**config.mk**
```make
export PLATFORM = sky130hd
export DESIGN_NAME = insn_encoder
export DESIGN_NICKNAME = d
export VERILOG_FILES = /design/src/rtl/encoder_pkg.sv /design/src/rtl/pkg.sv /design/src/rtl/insn_field_pack.sv /design/src/rtl/insn_encoder.sv
export SDC_FILE = /design/constraint.sdc
export NUM_CORES = 1
export LEC_CHECK = 0
export BUFFER_PORTS_ARGS = -buffer_cell sky130_fd_sc_hd__buf_2
export CELL_PAD_IN_SITES_DETAIL_PLACEMENT = 0
export CELL_PAD_IN_SITES_GLOBAL_PLACEMENT = 2
export CORE_ASPECT_RATIO = 0.7
export CORE_MARGIN = 2
export CORE_UTILIZATION = 30
export DETAILED_ROUTE_END_ITERATION = 8
export PLACE_DENSITY_LB_ADDON = 0.15
export SLEW_MARGIN = 20
export SYNTH_ARGS = -nofsm -noshare
export SYNTH_HDL_FRONTEND = slang
export SYNTH_SLANG_ARGS = --single-unit
```
**constraint.sdc**
```tcl
create_clock -name clk -period 2.9 [get_ports clk]
set_clock_uncertainty 0.05 [all_clocks]
set_input_delay 0 -clock clk [delete_from_list [all_inputs] [get_ports clk]]
set_output_delay 0 -clock clk [all_outputs]
set_load 0.01 [all_outputs]
```
**src/rtl/encoder_pkg.sv**
```systemverilog
// Types shared by the instruction encoder top level and its field packer.
package encoder_pkg;

    typedef enum logic [3:0] {
        FMT_R     = 4'd0,
        FMT_I     = 4'd1,
        FMT_LOAD  = 4'd2,
        FMT_S     = 4'd3,
        FMT_B     = 4'd4,
        FMT_LUI   = 4'd5,
        FMT_AUIPC = 4'd6,
        FMT_JAL   = 4'd7,
        FMT_JALR  = 4'd8
    } enc_fmt_t;

    typedef enum logic [2:0] {
        ERR_NONE       = 3'd0,
        ERR_BAD_FUNCT3 = 3'd1,
        ERR_RANGE      = 3'd2,
        ERR_MISALIGN   = 3'd3,
        ERR_UPPER      = 3'd4
    } enc_err_t;

    typedef enum logic [1:0] {
        ST_IDLE = 2'd0,
        ST_RUN  = 2'd1,
        ST_HALT = 2'd2
    } enc_state_t;

endpackage

```
**src/rtl/pkg.sv**
```systemverilog
// Shared RV32I base opcode constants used by the decode path and by
// anything that produces instruction words.
package pkg;

    localparam logic [6:0] OPC_LOAD   = 7'b0000011;
    localparam logic [6:0] OPC_OP_IMM = 7'b0010011;
    localparam logic [6:0] OPC_AUIPC  = 7'b0010111;
    localparam logic [6:0] OPC_STORE  = 7'b0100011;
    localparam logic [6:0] OPC_OP     = 7'b0110011;
    localparam logic [6:0] OPC_LUI    = 7'b0110111;
    localparam logic [6:0] OPC_BRANCH = 7'b1100011;
    localparam logic [6:0] OPC_JALR   = 7'b1100111;
    localparam logic [6:0] OPC_JAL    = 7'b1101111;

endpackage

```
**src/rtl/insn_field_pack.sv**
```systemverilog
// Combinational RV32I field packing with legality check.
// The error code reports the first failing check class in priority order.
module insn_field_pack
    import pkg::*;
    import encoder_pkg::*;
#(
    parameter int DWIDTH = 32
) (
    input  enc_fmt_t          fmt_i,
    input  logic [2:0]        funct3_i,
    input  logic              alt_i,
    input  logic [4:0]        rd_i,
    input  logic [4:0]        rs1_i,
    input  logic [4:0]        rs2_i,
    input  logic [DWIDTH-1:0] imm_i,
    output logic [31:0]       insn_o,
    output enc_err_t          err_o
);

    logic signed [DWIDTH-1:0] simm;
    logic [31:0] imm;
    logic [6:0]  f7;
    logic        is_shift;
    logic        s12_bad;
    logic        f3_bad;
    logic        range_bad;
    logic        mis_bad;
    logic        upper_bad;

    assign simm     = imm_i;
    assign imm      = imm_i[31:0];
    assign f7       = alt_i ? 7'h20 : 7'h00;
    assign is_shift = (funct3_i == 3'd1) || (funct3_i == 3'd5);
    assign s12_bad  = (simm < -2048) || (simm > 2047);

    always_comb begin
        insn_o    = '0;
        f3_bad    = 1'b0;
        range_bad = 1'b0;
        mis_bad   = 1'b0;
        upper_bad = 1'b0;
        case (fmt_i)
            FMT_R: begin
                insn_o    = {f7, rs2_i, rs1_i, funct3_i, rd_i, OPC_OP};
                range_bad = alt_i && (funct3_i != 3'd0) && (funct3_i != 3'd5);
            end
            FMT_I: begin
                if (is_shift) begin
                    insn_o    = {f7, imm[4:0], rs1_i, funct3_i, rd_i, OPC_OP_IMM};
                    range_bad = (simm < 0) || (simm > 31);
                end else begin
                    insn_o    = {imm[11:0], rs1_i, funct3_i, rd_i, OPC_OP_IMM};
                    range_bad = s12_bad;
                end
            end
            FMT_LOAD: begin
                insn_o    = {imm[11:0], rs1_i, funct3_i, rd_i, OPC_LOAD};
                f3_bad    = (funct3_i == 3'd3) || (funct3_i >= 3'd6);
                range_bad = s12_bad;
            end
            FMT_S: begin
                insn_o    = {imm[11:5], rs2_i, rs1_i, funct3_i, imm[4:0], OPC_STORE};
                f3_bad    = funct3_i > 3'd2;
                range_bad = s12_bad;
            end
            FMT_B: begin
                insn_o    = {imm[12], imm[10:5], rs2_i, rs1_i, funct3_i,
                             imm[4:1], imm[11], OPC_BRANCH};
                f3_bad    = (funct3_i == 3'd2) || (funct3_i == 3'd3);
                range_bad = (simm < -4096) || (simm > 4094);
                mis_bad   = imm[0];
            end
            FMT_LUI: begin
                insn_o    = {imm[31:12], rd_i, OPC_LUI};
                upper_bad = imm[11:0] != 12'd0;
            end
            FMT_AUIPC: begin
                insn_o    = {imm[31:12], rd_i, OPC_AUIPC};
                upper_bad = imm[11:0] != 12'd0;
            end
            FMT_JAL: begin
                insn_o    = {imm[20], imm[10:1], imm[11], imm[19:12], rd_i, OPC_JAL};
                range_bad = (simm < -1048576) || (simm > 1048574);
                mis_bad   = imm[0];
            end
            FMT_JALR: begin
                insn_o    = {imm[11:0], rs1_i, 3'b000, rd_i, OPC_JALR};
                range_bad = s12_bad;
            end
            default: ;
        endcase
    end

    always_comb begin
        err_o = ERR_NONE;
        if (f3_bad)         err_o = ERR_BAD_FUNCT3;
        else if (range_bad) err_o = ERR_RANGE;
        else if (mis_bad)   err_o = ERR_MISALIGN;
        else if (upper_bad) err_o = ERR_UPPER;
    end

endmodule

```
**src/rtl/insn_encoder.sv**
```systemverilog
// Streaming RV32I encoder: request handshake in, addressed words out,
// halting on the first illegal request until the next start pulse.
module insn_encoder
    import encoder_pkg::*;
#(
    parameter int                DWIDTH    = 32,
    parameter int                AWIDTH    = 32,
    parameter logic [AWIDTH-1:0] BASE_ADDR = 32'h0100_0000
) (
    input  logic              clk,
    input  logic              reset,
    input  logic              start_i,
    input  logic              req_valid_i,
    output logic              req_ready_o,
    input  logic [3:0]        req_fmt_i,
    input  logic [2:0]        req_funct3_i,
    input  logic              req_alt_i,
    input  logic [4:0]        req_rd_i,
    input  logic [4:0]        req_rs1_i,
    input  logic [4:0]        req_rs2_i,
    input  logic [DWIDTH-1:0] req_imm_i,
    output logic              out_valid_o,
    input  logic              out_ready_i,
    output logic [DWIDTH-1:0] out_insn_o,
    output logic [AWIDTH-1:0] out_addr_o,
    output logic [15:0]       count_o,
    output logic              err_o,
    output logic [2:0]        err_code_o
);

    enc_state_t        state_q, state_d;
    logic              valid_q, valid_d;
    logic [DWIDTH-1:0] insn_q, insn_d;
    logic [AWIDTH-1:0] oaddr_q, oaddr_d;
    logic [AWIDTH-1:0] naddr_q, naddr_d;
    logic [15:0]       count_q, count_d;
    logic              err_q, err_d;
    enc_err_t          code_q, code_d;
    logic [31:0]       pk_insn;
    enc_err_t          pk_err;
    logic              accept;
    logic              out_hs;

    insn_field_pack #(.DWIDTH(DWIDTH)) u_pack (
        .fmt_i    (enc_fmt_t'(req_fmt_i)),
        .funct3_i (req_funct3_i),
        .alt_i    (req_alt_i),
        .rd_i     (req_rd_i),
        .rs1_i    (req_rs1_i),
        .rs2_i    (req_rs2_i),
        .imm_i    (req_imm_i),
        .insn_o   (pk_insn),
        .err_o    (pk_err)
    );

    assign req_ready_o = (state_q == ST_RUN) & (!valid_q | out_ready_i) & !start_i;
    assign accept      = req_valid_i & req_ready_o;
    assign out_hs      = valid_q & out_ready_i;

    always_comb begin
        state_d = state_q;
        valid_d = valid_q;
        insn_d  = insn_q;
        oaddr_d = oaddr_q;
        naddr_d = naddr_q;
        count_d = count_q;
        err_d   = err_q;
        code_d  = code_q;
        if (start_i) begin
            state_d = ST_RUN;
            valid_d = 1'b0;
            naddr_d = BASE_ADDR;
            count_d = '0;
            err_d   = 1'b0;
            code_d  = ERR_NONE;
        end else begin
            if (out_hs) begin
                valid_d = 1'b0;
                count_d = (count_q == 16'hFFFF) ? count_q : count_q + 16'd1;
            end
            if (accept) begin
                if (pk_err == ERR_NONE) begin
                    valid_d = 1'b1;
                    insn_d  = DWIDTH'(pk_insn);
                    oaddr_d = naddr_q;
                    naddr_d = naddr_q + AWIDTH'(4);
                end else begin
                    err_d   = 1'b1;
                    code_d  = pk_err;
                    state_d = ST_HALT;
                end
            end
        end
    end

    always_ff @(posedge clk) begin
        if (reset) begin
            state_q <= ST_IDLE;
            valid_q <= 1'b0;
            insn_q  <= '0;
            oaddr_q <= BASE_ADDR;
            naddr_q <= BASE_ADDR;
            count_q <= '0;
            err_q   <= 1'b0;
            code_q  <= ERR_NONE;
        end else begin
            state_q <= state_d;
            valid_q <= valid_d;
            insn_q  <= insn_d;
            oaddr_q <= oaddr_d;
            naddr_q <= naddr_d;
            count_q <= count_d;
            err_q   <= err_d;
            code_q  <= code_d;
        end
    end

    assign out_valid_o = valid_q;
    assign out_insn_o  = insn_q;
    assign out_addr_o  = oaddr_q;
    assign count_o     = count_q;
    assign err_o       = err_q;
    assign err_code_o  = code_q;

endmodule

```
* Yosys cells after proc, flatten, opt, wreduce, memory -nomap -nowiden
Cells that the tools add are included.
** Operators by class
- Multipliers :: 0
- Order comparisons :: 10
- Shift operators :: 0
- Eq/ne operators :: 16
- Reduce and logical (&&, ||, !) cells :: 25
- Bitwise logic cells :: 8
- Mux-type cells :: 18
- Div/mod/pow operators :: 0
- Add/subtract/negate cells :: 2
** Operators with widths (number)
- 32-bit one-hot mux with 9 select lines :: 1
- 32-bit by 3-bit adder with 32-bit output, second input constant :: 1
- 32-bit by 12-bit > comparator with 1-bit output, second input constant :: 1
- 32-bit by 13-bit > comparator with 1-bit output, second input constant :: 1
- 32-bit by 21-bit > comparator with 1-bit output, second input constant :: 1
- 32-bit by 6-bit > comparator with 1-bit output, second input constant :: 1
- 32-bit by 1-bit < comparator with 1-bit output, second input constant :: 1
- 32-bit by 12-bit < comparator with 1-bit output, second input constant :: 1
- 32-bit by 13-bit < comparator with 1-bit output, second input constant :: 1
- 32-bit by 21-bit < comparator with 1-bit output, second input constant :: 1
- 32-bit two-way mux :: 1
- 16-bit by 1-bit adder with 16-bit output, second input constant :: 1
- 16-bit == test, second input constant :: 1
- 4-bit by 3-bit == test with 1-bit output, second input constant :: 4
- 3-bit two-way mux :: 4
- 12-bit nonzero test :: 1
- 1-bit two-way mux :: 9
- 4-bit by 2-bit == test with 1-bit output, second input constant :: 2
- 2-bit AND reduction :: 4
- 1-bit logical OR :: 7
- 3-bit by 2-bit == test with 1-bit output, second input constant :: 2
- 6-bit two-way mux :: 1
- 2-bit OR reduction :: 3
- 1-bit one-hot mux with 5 select lines :: 1
- other kinds (21) :: 28
** Word-level totals
- Logic and storage cells :: 87
- Output and inout bits :: 86
- Memory bits (read-only) :: 0
- Latch bits :: 0
- RAM bits :: 0
- Input bits :: 60
- Memories :: 0
- Flip-flop bits (word level) :: 118

* Longest topological paths before layout
Gate-level depths: netlist of run 1.
- Word-level depth :: 11
- Mapped depth :: 12
- Mapped depth without buffers :: 7

* Hierarchy
From an unflattened synthesis of run 1, not the netlist that was laid out.
** Unflattened totals
- Cells, all modules :: 751
- Area, all modules :: 5896.9 sq um
** Modules (own cells, without submodules)
- insn_encoder :: seq. area each 2282.2 sq um, cells each 584, times used 1, area an instance 4789.6 sq um
- insn_field_pack :: seq. area each 0.0 sq um, cells each 167, times used 1, area an instance 1107.3 sq um

* Least setup slack after synthesis of run 1
OpenSTA, ideal clock, no wires.
- Path kind :: register -> register
- From :: reg valid_q, in the netlist out_valid_o
- To :: reg naddr_q[28]
- Arrival :: 2.595 ns
- Path buffers :: 2
- Required time :: 2.779 ns
- Clock period less this slack :: 2.715 ns
- Cell stages (with the launch flop) :: 10
- Setup slack :: 0.185 ns
- Setup time :: 0.071 ns
- Cell sequence :: dfxtp_1 > nor2b_1 > nor4b_1 > and2_1 > nand4_1 > or4_1 > buf_2 > buf_6 > or4_1 > a21oi_1
** Between the ends
- Cells in the longest elaborated chain, start to end :: 6
** RTL lines
- start: declaration :: line insn_encoder.sv:32 : logic valid_q, valid_d;
- start signal: assignment :: line insn_encoder.sv:108 : valid_q <= valid_d;
- 1-bit zero test :: line insn_encoder.sv:56 : assign req_ready_o = (state_q == ST_RUN) & (!valid_q | out_ready_i) & !start_i;
- 1-bit bitwise OR :: line insn_encoder.sv:56
- 1-bit bitwise AND (2 in series) :: line insn_encoder.sv:56
- net req_ready_o :: line insn_encoder.sv:14 : output logic req_ready_o,
- 1-bit bitwise AND :: line insn_encoder.sv:57 : assign accept = req_valid_i & req_ready_o;
- 2-bit AND reduction (no line)
- end signal: assignment :: line insn_encoder.sv:111 : naddr_q <= naddr_d;
- end: declaration :: line insn_encoder.sv:35 : logic [AWIDTH-1:0] naddr_q, naddr_d;
The timed path passes the listed nets, and every way through them passes these cells.
A chain may end at the register's enable or synchronous reset.

* Final worst setup path of run 1
- From :: in req_imm_i[19]
- To :: reg naddr_q[29]
** Between the ends
- Cells in the longest elaborated chain, start to end :: 8
- Elaborated cells on any way between the ends :: 18
- Those cells by class :: 8 x order compare; 4 x mux; 6 x reduce/logical
** RTL lines
- start: declaration :: line insn_encoder.sv:21 : input logic [DWIDTH-1:0] req_imm_i,
- 32-bit by 12-bit < comparator with 1-bit output (tied with other cells) :: line insn_field_pack.sv:34 : assign s12_bad = (simm < -2048) || (simm > 2047);
- 1-bit logical OR (on tied branches) :: line insn_field_pack.sv:34, insn_field_pack.sv:50
- 1-bit two-way mux :: line insn_field_pack.sv:48 : if (is_shift) begin
- 1-bit one-hot mux with 5 select lines (*) :: line insn_field_pack.sv:42 : case (fmt_i)
- 3-bit two-way mux (*) :: line insn_field_pack.sv:97 : else if (range_bad) err_o = ERR_RANGE;
- 3-bit two-way mux (*) :: line insn_field_pack.sv:96 : if (f3_bad) err_o = ERR_BAD_FUNCT3;
- 3-bit zero test (*) :: line insn_encoder.sv:82 : if (pk_err == ERR_NONE) begin
- 2-bit AND reduction (no line) (*)
Every way passes the cells marked *; elsewhere a longest branch is shown, timed or not.

==> flow_metrics.tcl, run 1 <==
set metrics [dict create \
    run_status "finished clean" \
    leakagePower_uw 0.00298 \
    clockBufferDepth 2 \
    cts_root_buffer "clkbuf_16" \
    worstMarginPinSlew_ps 967 \
    end_kind "flop" \
    p_int_uw 3200 \
    ys_ff_latch 113 \
    grt_max_degree 47 \
    synth_edf_count 0 \
    pre_cts_ws_ps 35.2 \
    grt_pass1_vias 5608 \
    route.detailed.drc 0 \
    drt_iter0_drc 453 \
    grt_usage_pct 19.3 \
    dieWidth_um 167 \
    rsz0062_at_grt "no" \
    layout_commonest_cell "buf_2" \
    finalWorstSetupSlack_ps 112 \
    layout_common_cells "buf_2 (143), dfxtp_1 (113), nand2_1 (107)" \
    p_switching_uw 959 \
    numClockSinks 113 \
    synth_area_mm2 0.00558 \
    peakVddDrop_mv 0.294 \
    relSlewSlack_pct 35.5 \
    start_util_pct 30.8 \
    syn_to_final_growth_pct 35.9 \
    num-fill-cells 1885 \
    htreeDepth 4 \
    worst_setup_path_start_kind "input port" \
    tritoncts "done" \
    timing.fmax_ghz 0.359 \
    avgSynthCellArea_um2 8.01 \
    design.core.area_mm2 0.0181 \
    crit_type "input port to flop" \
    nets 928 \
    clkLatencyLatePin_ps 410 \
    antenna_found_initial 0 \
    cts_buffers 17 \
    die_h_um 118 \
    tns_ps 0 \
    async_reset_ff_share_pct 0 \
    ant_nets 0 \
    grt_overflow 0 \
    ys.flop_type "dfxtp_1" \
    post-route-period-util_pct 96.1 \
    seq_area_frac_synth_pct 40.6 \
    syn_inst 696 \
    cp.required_ps 3170 \
    via_count 6022 \
    power.share.clock_pct 52.9 \
    grt_pass1_wl_um 30500 \
    hold_viol_final 0 \
    drive_gt1_share_pct 23.7 \
    die-area_mm2 0.0197 \
    dr.pass1.iters 5 \
    worstPathArrival_ps 3050 \
    finalSetupViolCount 0 \
    p_seq_share_pct 37.8 \
    io-pin-count 146 \
    routed_wl_um 19000 \
    placed_area_mm2 0.00661 \
    pwr-share-comb_pct 9.2 \
    synth_cell_types 63 \
    wl_per_cell_um 17.1 \
    utilization_pct 41.8 \
    antenna-diode-count 0 \
    gp_congestion 0.915 \
    power_density_mw_per_mm2 549 \
    drv_slew 0 \
    rows 41 \
    cp_max_fo 26 \
    hp-class "input port to flop" \
    io_buffers 143 \
    cap_violations 0 \
    netSwitchingFraction_pct 23.1 \
    path_clk_slew_ps 50 \
    finalInstanceArea_mm2 0.00758 \
    dp_hpwl_um 13700 \
    vias_per_cell 5.40 \
    yosys_warnings 0 \
    min_period_ps 2790 \
]
==> final timing paths <==
check / from / end / slack [ps] / cells past startpoint
max: req_imm_i[19] / naddr_q[29] / 110 / 10
min: req_imm_i[23] / out_insn_o[23] / 10 / 3
max reg2reg: out_valid_o / naddr_q[29] / 150 / 8
min reg2reg: out_addr_o[26] / out_addr_o[26] / 400 / 2
==> critical path, stage by stage <==
cell and delay [ps]:
dlygate4sd3_1 550, buf_2 150, nor4_1 300, nand2_1 160
nor3_1 180, o32ai_1 180, or4_4 630, buf_12 190
or4_1 520, a21oi_1 180
==> routing by layer <==
layer | vias up | GRT usage (%) | share of wire (%)
li1 | 2906 | - | -
met1 | 2866 | 30.0 | 53
met2 | 220 | 26.2 | 39
met3 | 30 | 4.54 | 6.6
met4 | 0 | 4.69 | 1.4
met5 | - | 0 | 0
==> Yosys cell counts (3+ instances only) <==
master	count	share of area, %
xor2_1	13	2.0
and3_1	13	1.5
nor3_1	19	1.7
a22o_1	3	0.47
nand4_1	23	2.6
nand2b_1	3	0.34
a222oi_1	4	0.72
o21ai_0	18	1.6
or4_1	16	2.2
o22ai_1	3	0.34
o31ai_1	32	4.3
buf_4	3	0.40
a211o_1	3	0.47
a22oi_1	8	1.1
and4_1	6	0.94
nor2b_1	3	0.34
a21oi_1	83	7.5
nand4b_1	3	0.47
a221oi_1	6	0.94
inv_1	9	0.61
buf_1	7	0.47
nand2_1	107	7.2
nand3b_1	19	2.6
and2_1	5	0.56
mux2i_1	8	1.4
or3_1	14	1.6
clkbuf_1	31	2.1
nor4_1	6	0.67
dfxtp_1	113	41
nor2_1	51	3.4
buf_2	8	0.72
xnor2_1	4	0.63
nand3_1	17	1.5
==> power by group through the flow <==
stage               combinational, uW  sequential (uW)  clock [uW]
detailed placement                337             1610           0
CTS                               378             1570        2250
global route                      418             1570        2310
global placement                  335             1610           0
floorplan                         180             1610           0
finish                            384             1570        2200
==> cells by family (layout without fill, tap and decap cells) <==
kind of cell               count (synthesis)  after routing  share of synthesized area, %
xor gates and xnor gates                  17             17                          2.67
DFF                                      113            113                          40.6
muxes                                      8              8                          1.44
buffers and inverters                     60            242                          4.69
AOI/OAI and AO/OA                        182            182                          21.1
adders and majority gates                  2              2                         0.449
other                                      1              2                        0.0673
and+or+nand+nor                          313            313                          29.0
==> timing repair <==
item                                    4_1_cts  5_1_grt
resized for setup                             1        2
endpoints found under the setup margin        1       12
endpoints found under the hold margin        23        0
setup buffers                                 0        1
hold buffers                                 33        0
pin swaps                                     0        2
==> metrics by stage <==
stage / power, uW / cells / hold WS, ps
finish: 4160 / 1115 / 11.7
global route: 4300 / 1115 / 21.3
floorplan: 1790 / 697 / 7.79
CTS: 4200 / 1114 / 3.36
global placement: 1940 / 1049 / 276
detailed placement: 1940 / 1049 / 284
==> state kept, by name, indices dropped and copies added, names as in the netlist <==
register,count
out_addr_o,30
err_o,1
state_q,1
out_valid_o,1
naddr_q,30
out_insn_o,31
err_code_o,3
count_o,16
==> final cells by class <==
| type | count | area (um2) | share of cell area, % |
|---|---|---|---|
| clock inverters | 10 | 158 | 2.08 |
| repair buffers | 201 | 1280 | 16.9 |
| clock buffers | 22 | 464 | 6.13 |
| flip-flops and latches | 113 | 2260 | 29.9 |
| multi-input cells | 524 | 3080 | 40.6 |
| well taps | 236 | 295 | 3.90 |
| inverters | 9 | 33.8 | 0.446 |
Note: power is estimated with default switching activity, not from simulation.
==> run 2, diff against run 1 <==
--- a/config.mk
+++ b/config.mk
@@ -6,11 +6,11 @@
 export NUM_CORES = 1
 export LEC_CHECK = 0
 export BUFFER_PORTS_ARGS = -buffer_cell sky130_fd_sc_hd__buf_2
-export CELL_PAD_IN_SITES_DETAIL_PLACEMENT = 0
+export CELL_PAD_IN_SITES_DETAIL_PLACEMENT = 1
 export CELL_PAD_IN_SITES_GLOBAL_PLACEMENT = 2
 export CORE_ASPECT_RATIO = 0.7
 export CORE_MARGIN = 2
-export CORE_UTILIZATION = 30
+export CORE_UTILIZATION = 25
 export DETAILED_ROUTE_END_ITERATION = 8
 export PLACE_DENSITY_LB_ADDON = 0.15
 export SLEW_MARGIN = 20
==> run 2 against run 1 <==
Effect of this change: worst hold slack improved by 20 ps; total power fell by 5.7%; core utilization fell by 7.0 points; sequential power barely moved; critical endpoint is now naddr_q[28]; largest power group unchanged.
==> flow_metrics.tcl, run 2 (same netlist as run 1, synthesis figures left out) <==
set metrics [dict create \
    run_status "finished clean" \
    tritoncts "done" \
    timing.fmax_ghz 0.354 \
    hold_viol_final 0 \
    end_kind "flop" \
    routed_wl_um 21500 \
    path_clk_slew_ps 60 \
    grt_usage_pct 18.5 \
    fin_cells 1165 \
    htreeDepth 4 \
    num-fill-cells 2640 \
    cts_buffers 17 \
    worstMarginPinSlew_ps 1010 \
    vias_per_cell 5.19 \
    grt_overflow 0 \
    relSlewSlack_pct 33.0 \
    grt_pass1_wl_um 33900 \
    drt_iter0_drc 320 \
    dieWidth_um 182 \
    worst_setup_path_start_kind "input port" \
    io_buffers 143 \
    leakagePower_uw 0.00296 \
    min_delay_path_depth 3 \
    dp_hpwl_um 15400 \
    regArea_mm2 0.00226 \
    rr_worst_depth 8 \
    worstPathArrival_ps 3100 \
    io-pin-count 146 \
    clkLatencyLatePin_ps 410 \
    crit_type "input port to flop" \
    layout_common_cells "buf_2 (143), dfxtp_1 (113), nand2_1 (107)" \
    rows 45 \
    dp.cells 1096 \
    drv_slew 0 \
    die_h_um 129 \
    largest_reg_flops 31 \
    wl_per_cell_um 18.4 \
    clockBufferDepth 2 \
    finalSetupViolCount 0 \
    design.core.area_mm2 0.0218 \
    dr.pass1.iters 5 \
    nets 932 \
    antenna-diode-count 0 \
    cap_violations 0 \
    peakVddDrop_mv 0.382 \
    cts_root_buffer "clkbuf_16" \
    power_density_mw_per_mm2 517 \
    grt_max_degree 48 \
    post-route-period-util_pct 97.5 \
    cp.required_ps 3180 \
    via_count 6042 \
    start_util_pct 25.6 \
    cp_max_fo 31 \
    drive_gt1_share_pct 23.7 \
    grt_pass1_vias 6084 \
    multi_input_area_mm2 0.00309 \
    antenna_found_initial 0 \
    ant_nets 0 \
    syn_to_final_growth_pct 36.0 \
    numClockSinks 113 \
    die-area_mm2 0.0235 \
    utilization_pct 34.8 \
    layout_commonest_cell "buf_2" \
    hp-class "input port to flop" \
    gp_congestion 0.857 \
    route.detailed.drc 0 \
    min_period_ps 2830 \
]
==> run 2: path summary, 6_finish.rpt <==
check	start	endpoint	slack, ps
setup / recovery	req_imm_i[7]	naddr_q[28]	70
hold / removal	req_imm_i[23]	out_insn_o[23]	30
setup reg to reg	out_valid_o	naddr_q[28]	90
hold reg to reg	out_addr_o[29]	out_addr_o[29]	400
==> run 2: stage by stage <==
| stage | TNS [ps] | worst slack, ps | hold WS [ps] | instance area, um2 | total power (uW) |
|---|---|---|---|---|---|
| finish | 0 | 73.6 | 32.1 | 7580 | 3920 |
| global route | -41.7 | -20.5 | 41.5 | 7580 | 4090 |
| CTS | 0 | 54.3 | 12.5 | 7560 | 3970 |
| detailed placement | 0 | 39.0 | 288 | 6660 | 1950 |
| global placement | 0 | 89.7 | 275 | 6660 | 1940 |
| floorplan | 0 | 185 | 7.79 | 5580 | 1790 |
==> run 2: layout make-up <==
class,count,area share (%)
Clock inverter,11,1.19
Multi-Input combinational cell,524,40.7
Tap cell,282,4.65
Timing Repair Buffer,205,17.3
Clock buffer,21,5.94
Sequential cell,113,29.8
Inverter,9,0.445
==> run 2: worst max-delay path: stages <==
cell and delay (ps):
dlygate4sd3_1 570, buf_2 160, nor4_2 270, nand2_1 170, o31ai_4 330, nand4_1 200
or4_4 510, buf_12 200, or4_1 510, a21oi_1 170
==> run 2: power breakdown <==
| part | leakage (uW) | internal (uW) | switching (uW) |
|---|---|---|---|
| Sequential | 0.000911 | 1560 | 7.44 |
| Clock | 0.000258 | 1190 | 766 |
| Combinational | 0.00179 | 159 | 239 |
| Total | 0.00296 | 2910 | 1010 |
==> run 2: routing by layer <==
metal	part of all wire [%]	GRT usage (%)	up-vias	wire [um]
li1	-	-	2906	-
met1	52	26.9	2950	11200
met2	41	27.2	159	8890
met3	4.6	3.79	27	991
met4	1.8	6.17	0	390
met5	0	0	-	0
==> run 2: what timing repair did <==
| action | 4_1_cts | 5_1_grt |
|---|---|---|
| resized for setup | 0 | 3 |
| endpoints found under the hold margin | 34 | 0 |
| setup endpoints to repair | 0 | 16 |
| hold buffers | 36 | 0 |
| buffers inserted | 0 | 1 |
